`src/rtl/pcileech_tlp_tx_arb.sv`:
```
// Two-source, packet-atomic TLP transmit arbiter with a registered skid stage toward the core.
// Define PCILEECH_TX_ARB_RR_EN for round-robin tie-breaking; otherwise source B wins ties.
module pcileech_tlp_tx_arb #(
   parameter int DATA_W = 64,
   parameter int CNT_W  = 16
) (
   input  logic                clk_pcie,
   input  logic                rst_n,
   input  logic [DATA_W-1:0]   a_data,
   input  logic [DATA_W/8-1:0] a_keep,
   input  logic                a_last,
   input  logic                a_valid,
   output logic                a_ready,
   input  logic [DATA_W-1:0]   b_data,
   input  logic [DATA_W/8-1:0] b_keep,
   input  logic                b_last,
   input  logic                b_valid,
   output logic                b_ready,
   output logic [DATA_W-1:0]   tx_data,
   output logic [DATA_W/8-1:0] tx_keep,
   output logic                tx_last,
   output logic                tx_valid,
   input  logic                tx_ready,
   output logic [CNT_W-1:0]    tlp_count,
   output logic                arb_busy
);

   localparam int KEEP_W = DATA_W / 8;

   typedef enum logic [1:0] {IDLE, GNT_A, GNT_B} state_t;

   state_t              state;
   logic                last_gnt;   // 1 = source B
   logic                skid_full;
   logic [DATA_W-1:0]   skid_data;
   logic [KEEP_W-1:0]   skid_keep;
   logic                skid_last;

   logic                sel_b;
   logic                acc;
   logic                pick_b;
   logic [DATA_W-1:0]   in_data;
   logic [KEEP_W-1:0]   in_keep;
   logic                in_last;

   // Readies decode only registered state, keeping tx_ready off the source paths.
   assign a_ready  = (state == GNT_A) && !skid_full;
   assign b_ready  = (state == GNT_B) && !skid_full;
   assign arb_busy = (state != IDLE);

   always_comb begin
      sel_b   = (state == GNT_B);
      acc     = (a_valid && a_ready) || (b_valid && b_ready);
      in_data = sel_b ? b_data : a_data;
      in_keep = sel_b ? b_keep : a_keep;
      in_last = sel_b ? b_last : a_last;
`ifdef PCILEECH_TX_ARB_RR_EN
      pick_b  = b_valid && (!a_valid || !last_gnt);
`else
      pick_b  = b_valid;
`endif
   end

   always_ff @(posedge clk_pcie or negedge rst_n) begin
      if (!rst_n) begin
         state    <= IDLE;
         last_gnt <= 1'b1;
      end else begin
         case (state)
            IDLE: begin
               if (a_valid || b_valid) begin
                  state    <= pick_b ? GNT_B : GNT_A;
                  last_gnt <= pick_b;
               end
            end
            GNT_A, GNT_B: begin
               if (acc && in_last)
                  state <= IDLE;
            end
            default: state <= IDLE;
         endcase
      end
   end

   always_ff @(posedge clk_pcie or negedge rst_n) begin
      if (!rst_n) begin
         tx_valid  <= 1'b0;
         tx_data   <= '0;
         tx_keep   <= '0;
         tx_last   <= 1'b0;
         skid_full <= 1'b0;
         skid_data <= '0;
         skid_keep <= '0;
         skid_last <= 1'b0;
      end else if (tx_valid && tx_ready) begin
         // acc cannot coincide with skid_full, since readies are gated by it.
         if (skid_full) begin
            tx_data   <= skid_data;
            tx_keep   <= skid_keep;
            tx_last   <= skid_last;
            skid_full <= 1'b0;
         end else if (acc) begin
            tx_data <= in_data;
            tx_keep <= in_keep;
            tx_last <= in_last;
         end else begin
            tx_valid <= 1'b0;
         end
      end else if (acc) begin
         if (!tx_valid) begin
            tx_data  <= in_data;
            tx_keep  <= in_keep;
            tx_last  <= in_last;
            tx_valid <= 1'b1;
         end else begin
            skid_data <= in_data;
            skid_keep <= in_keep;
            skid_last <= in_last;
            skid_full <= 1'b1;
         end
      end
   end

   always_ff @(posedge clk_pcie or negedge rst_n) begin
      if (!rst_n)
         tlp_count <= '0;
      else if (tx_valid && tx_ready && tx_last)
         tlp_count <= tlp_count + 1'b1;
   end

endmodule
```
`config.mk`:
```
export PLATFORM = sky130hd
export DESIGN_NAME = pcileech_tlp_tx_arb
export DESIGN_NICKNAME = d
export VERILOG_FILES = /design/src/rtl/pcileech_tlp_tx_arb.sv
export SDC_FILE = /design/constraint.sdc
export NUM_CORES = 1
export LEC_CHECK = 0
export CORE_AREA = 2 2 182 184
export CTS_CLUSTER_SIZE = 14
export DETAILED_ROUTE_END_ITERATION = 7
export DIE_AREA = 0 0 184 186
export GPL_TIMING_DRIVEN = 0
export PLACE_DENSITY = 0.56
export SKIP_CTS_REPAIR_TIMING = 1
export SLEW_MARGIN = 20
export SYNTH_ARGS = -nofsm -noshare
export SYNTH_HDL_FRONTEND = slang
export SYNTH_SLANG_ARGS = --single-unit
```
`constraint.sdc`:
```
create_clock -name clk_pcie -period 2.5 [get_ports clk_pcie]
set_clock_uncertainty 0.15 [all_clocks]
set_input_delay 0.75 -clock clk_pcie [delete_from_list [all_inputs] [get_ports clk_pcie]]
set_output_delay 0.75 -clock clk_pcie [all_outputs]
set_load 0.02 [all_outputs]
```
==> flow_summary.ini, run 1 <==
[synth]
ys_warn_count = 0
syn_inst = 632
synth-edff-count = 0
synth_nets = 787
async_flop_share = 1.00
yosysMostFrequentCell = dfrtp_1
ys.flop_type = dfrtp_1
synth_common_cells = dfrtp_1 (166), a2bb2oi_2 (60), nor2_1 (55), a21oi_1 (52)
syn_avg_cell_area_um2 = 12.6
yosys-top-cells-area = dfrtp_1 (52%), a2bb2oi_2 (11%), mux2_2 (6.7%)
synth_area_um2 = 7960
yosysTopAreaCell = dfrtp_1
synth.yosys.seq_area_share = 0.522
post-synth-top-area-fraction = 0.522
yosysUniqueCellTypes = 35
ys_seq_elements = 166

[power]
irDropWorstVdd_uv = 443
power_density_nw_per_um2 = 1220
cellLeakagePower_nw = 4.61

[place]
postPlaceCellArea_um2 = 11000
gp_congestion = 0.712
portBuffers = 243
dpl.hpwl_um = 17300
dp_cells = 1285

[clocking]
ctsHtreeMaxLevel = 4
cts.sinks = 166
root_buffer = clkbuf_16
cts.clk_slew.worst_paths_ns = 0.07
cts_tree = done
clk_path_buf_depth = 2
insertion_delay_ns = 0.43
numCtsBuffers = 17

[sta]
fin_crit_sh = 1.05
final_period_minus_worst_setup_slack_ns = 2.62
slew_violations = 0
setup_viol = 1
slew_headroom = 0.639
rsz0062_at_grt = true
fmax_mhz = 381
worst_slack_ns = -0.122
tightest_slew_ns = 0.541
hold_violations = 0

[critical_path]
start_kind = flop
required_ns = 1.60
worstSetupEndpointType = primary output
arrival_ns = 1.72
crit_type = flop to primary output
crit_fanout = 10
rrSetupSlack_ns = 0.26

[global_route]
grt_pass1_wl_um = 36400
antenna_found_initial = 0
grt_start_max_net_pins = 72
grt-ovfl-total = 0
grt_pass1_vias = 6106
grt_use_total = 0.141

[layout]
stdcell_area_um2 = 11600
stdcell_count = 1318
antenna_cells = 0
syn_to_final_growth_pct = 46.1
fin_nets = 1053
n_fill_cell = 3189
drive_gt1_frac = 0.213

[detailed_routing]
drtIter0Drc = 245
wirelength_um = 24000
post_drt_wl_per_cell_um = 18.2
remaining_drc_errors = 0
route.vias.total = 6103
avgViaCountPerCell = 4.63
firstDrtPassIters = 4
ant_nets = 0

[floorplan]
die_w_um = 184
die_y_um = 186
core_area_um2 = 32200
io-pin-count = 244
initial_utilization = 0.247
rows = 66
dieArea_um2 = 34200

[worst_hold_path]
min_path_type = primary input to async pin

[outcome]
violations = negative setup slack
outcome = complete, but fails checks

[flow_run]
maxCapViolations = 0
==> placed cells by master, fill, tap and decap left out, types with 2 or more instances in the layout <==
| master | count |
|---|---|
| clkbuf_16 | 17 |
| nand2_1 | 8 |
| nand4_1 | 4 |
| clkbuf_8 | 2 |
| clkinvlp_4 | 4 |
| xnor2_1 | 8 |
| buf_12 | 2 |
| dlymetal6s2s_1 | 2 |
| inv_1 | 4 |
| dfrtp_1 | 166 |
| nand3_1 | 2 |
| buf_4 | 3 |
| buf_2 | 12 |
| mux2i_1 | 50 |
| clkbuf_2 | 17 |
| a2bb2oi_2 | 60 |
| clkinv_2 | 2 |
| o21ai_0 | 3 |
| buf_6 | 9 |
| buf_16 | 2 |
| o22ai_1 | 23 |
| clkinv_4 | 2 |
| clkbuf_4 | 4 |
| nor2_1 | 54 |
| and4_1 | 3 |
| ha_1 | 3 |
| a21oi_1 | 52 |
| clkbuf_1 | 11 |
| xor2_1 | 7 |
| and3_1 | 6 |
| o2bb2ai_1 | 50 |
| mux2_2 | 47 |
| clkdlybuf4s50_1 | 238 |
| a2bb2oi_1 | 12 |
| inv_6 | 3 |
==> routing by layer <==
metal | GRT usage | wire length, µm
met1 | 0.186 | 10800
met5 | 0 | 0
met3 | 0.0356 | 1430
met4 | 0.0387 | 294
met2 | 0.229 | 11400
==> power breakdown <==
part	leakage, nW	switching, mW	total (mW)	internal, mW
Combinational	2.41	3.35	6.99	3.64
Sequential	1.93	0.793	4.76	3.96
Clock	0.260	1.15	2.49	1.33
Total	4.61	5.30	14.2	8.94
==> critical path: stages, from the launching register on <==
cell     delay, ns
dfrtp_1       0.41
inv_2         0.10
ha_4          0.17
buf_12        0.16
buf_12        0.17
nor2b_4       0.15
buf_6         0.12
==> sequential cells by signal (all words and copies together), names as in the netlist <==
register / flops
skid_data: 64
skid_full: 1
skid_keep: 8
skid_last: 1
state: 2
tlp_count: 16
tx_data: 64
tx_keep: 8
tx_last: 1
tx_valid: 1
==> final timing paths <==
path / start / to / cells past startpoint
worst min-delay path: rst_n / tx_data[4] / 1
worst min register to register: tlp_count[15] / tlp_count[15] / 1
worst max register to register: state[0] / skid_data[0] / 6
worst max-delay path: state[0] / b_ready / 6
max in group asynchronous: rst_n / tx_data[31] / 3
min in group clk_pcie: tlp_count[15] / tlp_count[15] / 1
==> cells by family (layout without fill, tap and decap cells) <==
logic type                 Yosys count  count (layout)  share of synthesized area
muxes                               97              97                      0.129
AOI/OAI and AO/OA                  206             206                      0.240
buffers and inverters               60             338                     0.0382
adders and majority gates            4               4                    0.00629
xor gates and xnor gates            15              15                     0.0165
DFF                                166             166                      0.522
and+or+nand+nor                     84              84                     0.0472
==> layout make-up <==
class,instances,area (µm²),share of cell area
inverters,5,18.8,0.00161
well taps,408,510,0.0439
clock inverters,12,95.1,0.00818
multi-input cells,406,3530,0.304
clock buffers,19,453,0.0390
repair buffers,248,2520,0.216
flip-flops and latches,166,4150,0.357
plain buffers,54,345,0.0297
==> stage by stage <==
| stage | worst slack (ns) | setup TNS, ns | total power [mW] | util | hold slack, ns |
|---|---|---|---|---|---|
| 2_1_floorplan | 0.151 | 0 | 9.05 | - | 0.304 |
| 3_3_place_gp | -6.84 | -1230.03 | 11.7 | 0.338 | 0.322 |
| 3_5_place_dp | -0.882 | -102.17 | 11.8 | 0.340 | 0.326 |
| 4_1_cts | -1.37 | -35.90 | 14.4 | 0.357 | 0.0158 |
| 5_1_grt | -0.207 | -0.207 | 15.1 | 0.361 | 0.0284 |
| 6_report | -0.122 | -0.122 | 14.2 | 0.361 | 0.0276 |
(Power assumes the default switching activity.)
==> run 2: changes to the inputs <==
--- a/config.mk
+++ b/config.mk
@@ -5,12 +5,12 @@
 export SDC_FILE = /design/constraint.sdc
 export NUM_CORES = 1
 export LEC_CHECK = 0
-export CORE_AREA = 2 2 182 184
+export CORE_AREA = 2 2 166 168
 export CTS_CLUSTER_SIZE = 14
 export DETAILED_ROUTE_END_ITERATION = 7
-export DIE_AREA = 0 0 184 186
+export DIE_AREA = 0 0 168 170
 export GPL_TIMING_DRIVEN = 0
-export PLACE_DENSITY = 0.56
+export PLACE_DENSITY = 0.63
 export SKIP_CTS_REPAIR_TIMING = 1
 export SLEW_MARGIN = 20
 export SYNTH_ARGS = -nofsm -noshare
==> flow_summary.ini, run 2 (synthesis gave the netlist of run 1 again) <==
[outcome]
outcome = complete, but fails checks
violations = negative setup slack

[detailed_routing]
wirelength_um = 22700
post_drt_wl_per_cell_um = 18.2
firstDrtPassIters = 5
topRoutingLayerUsed = met4
wl_met1_um = 10200
drtIter0Drc = 176
remaining_drc_errors = 0
dr_wl_met3_um = 1300
avgViaCountPerCell = 4.85
ant_nets = 0
wl_met2_um = 10900
route.vias.total = 6068

[critical_path]
path_cells = inv_2, ha_4, buf_12, buf_12, nor2b_4, buf_6
path_depth = 6
worstSetupEndpointType = primary output
startpoint = state[0]
required_ns = 1.60
critPathSlowestCell = dfrtp_1
arrival_ns = 1.74
crit_type = flop to primary output
crit_family = buffers and inverters
r2r_start = state[1]
slowest_delay_ns = 0.40
rrSetupSlack_ns = 0.12
r2r-end = tx_keep[4]
path_buf_inv = 4
cp_common_cell = buf_12
crit_fanout = 10
rr_worst_depth = 9
start_kind = flop

[sta]
slew_headroom = 0.520
fin_crit_sh = 1.06
worst_slack_ns = -0.139
holdWs_ns = 0.163
setup_viol = 54
hold_violations = 0
rsz0062_at_grt = true
fin_setup_tns_ns = -0.419
final_period_minus_worst_setup_slack_ns = 2.64
tightest_slew_ns = 0.720
fmax_mhz = 379
slew_violations = 0

[place]
dpl.hpwl_um = 16100
gp_congestion = 0.736
postPlaceCellArea_um2 = 10800
dp_slack_ns = -0.855
portBuffers = 243
dp_cells = 1217

[global_route]
grt_use_total = 0.160
grt_start_max_net_pins = 91
grt_pass1_vias = 6221
antenna_found_initial = 0
grt-ovfl-total = 0
grt_pass1_wl_um = 35300

[clocking]
cts.clk_slew.worst_paths_ns = 0.07
cts_tree = done
numCtsBuffers = 17
ctsHtreeMaxLevel = 4
insertion_delay_ns = 0.43
cts.sinks = 166
root_buffer = clkbuf_16
clk_path_buf_depth = 2

[floorplan]
core_area_um2 = 26700
io-pin-count = 244
dieArea_um2 = 28600
die_w_um = 168
initial_utilization = 0.299
rows = 60
die_y_um = 170

[layout]
fin_nets = 1051
mostFrequentLayoutCells = clkdlybuf4s50_1 (237), dfrtp_1 (166), a2bb2oi_2 (60)
antenna_cells = 0
syn_to_final_growth_pct = 45.0
stdcell_count = 1250
layout.core_utilization = 0.433
final_common_cell = clkdlybuf4s50_1
stdcell_area_um2 = 11500
reg.largest.list = skid_data: 64 flops, tx_data: 64 flops, tlp_count: 16 flops
drive_gt1_frac = 0.208
n_fill_cell = 2536

[power]
power_density_nw_per_um2 = 1240
cellLeakagePower_nw = 4.63
irDropWorstVdd_uv = 554
finalPower_mw = 14.4

[worst_hold_path]
min_path_type = primary input to async pin

[flow_run]
maxCapViolations = 0
==> run 2: changes by cell type in the layout (fill, tap and decap cells not counted), moves of 2 or more <==
cell / change
buf_2: +3
clkbuf_1: +3
clkbuf_4: -3
clkinvlp_4: -3
buf_4: -2
clkbuf_2: -2
inv_8: +2
==> run 2: metal layers <==
layer | track usage | vias up
met5 | 0 | -
met4 | 0.0435 | 0
met3 | 0.0460 | 19
met2 | 0.265 | 166
met1 | 0.206 | 2996
li1 | - | 2887
==> run 2: how the worst max path moves through the flow <==
| stage | end |
|---|---|
| 2_1_floorplan | b_ready |
| 3_3_place_gp | tx_data[20] |
| 3_5_place_dp | b_ready |
| 4_1_cts | b_ready |
| 5_1_grt | b_ready |
| 6_report | b_ready |
==> run 2: report_power, final <==
| group | leakage (nW) | internal (mW) | total, mW | switching (mW) |
|---|---|---|---|---|
| Sequential | 1.93 | 3.96 | 4.74 | 0.781 |
| Clock | 0.291 | 1.46 | 2.68 | 1.21 |
| Combinational | 2.41 | 3.63 | 6.93 | 3.30 |
==> run 2: worst reg2reg max path, stage by stage (launching register included) <==
cell       delay [ns]
dfrtp_1          0.41
inv_1            0.08
ha_1             0.20
a22oi_1          0.43
or2_1            0.16
buf_2            0.20
a21boi_1         0.09
buf_4            0.21
buf_6            0.18
a2bb2oi_2        0.14
==> run 2: area by class of cell <==
type	instances	area (µm²)	share of cell area
Sequential cell	166	4150	0.360
Multi-Input combinational cell	406	3530	0.306
Timing Repair Buffer	245	2490	0.216
Clock buffer	19	453	0.0392
Tap cell	341	427	0.0370
Buffer	55	335	0.0291
Clock inverter	13	138	0.0119
Inverter	5	18.8	0.00163
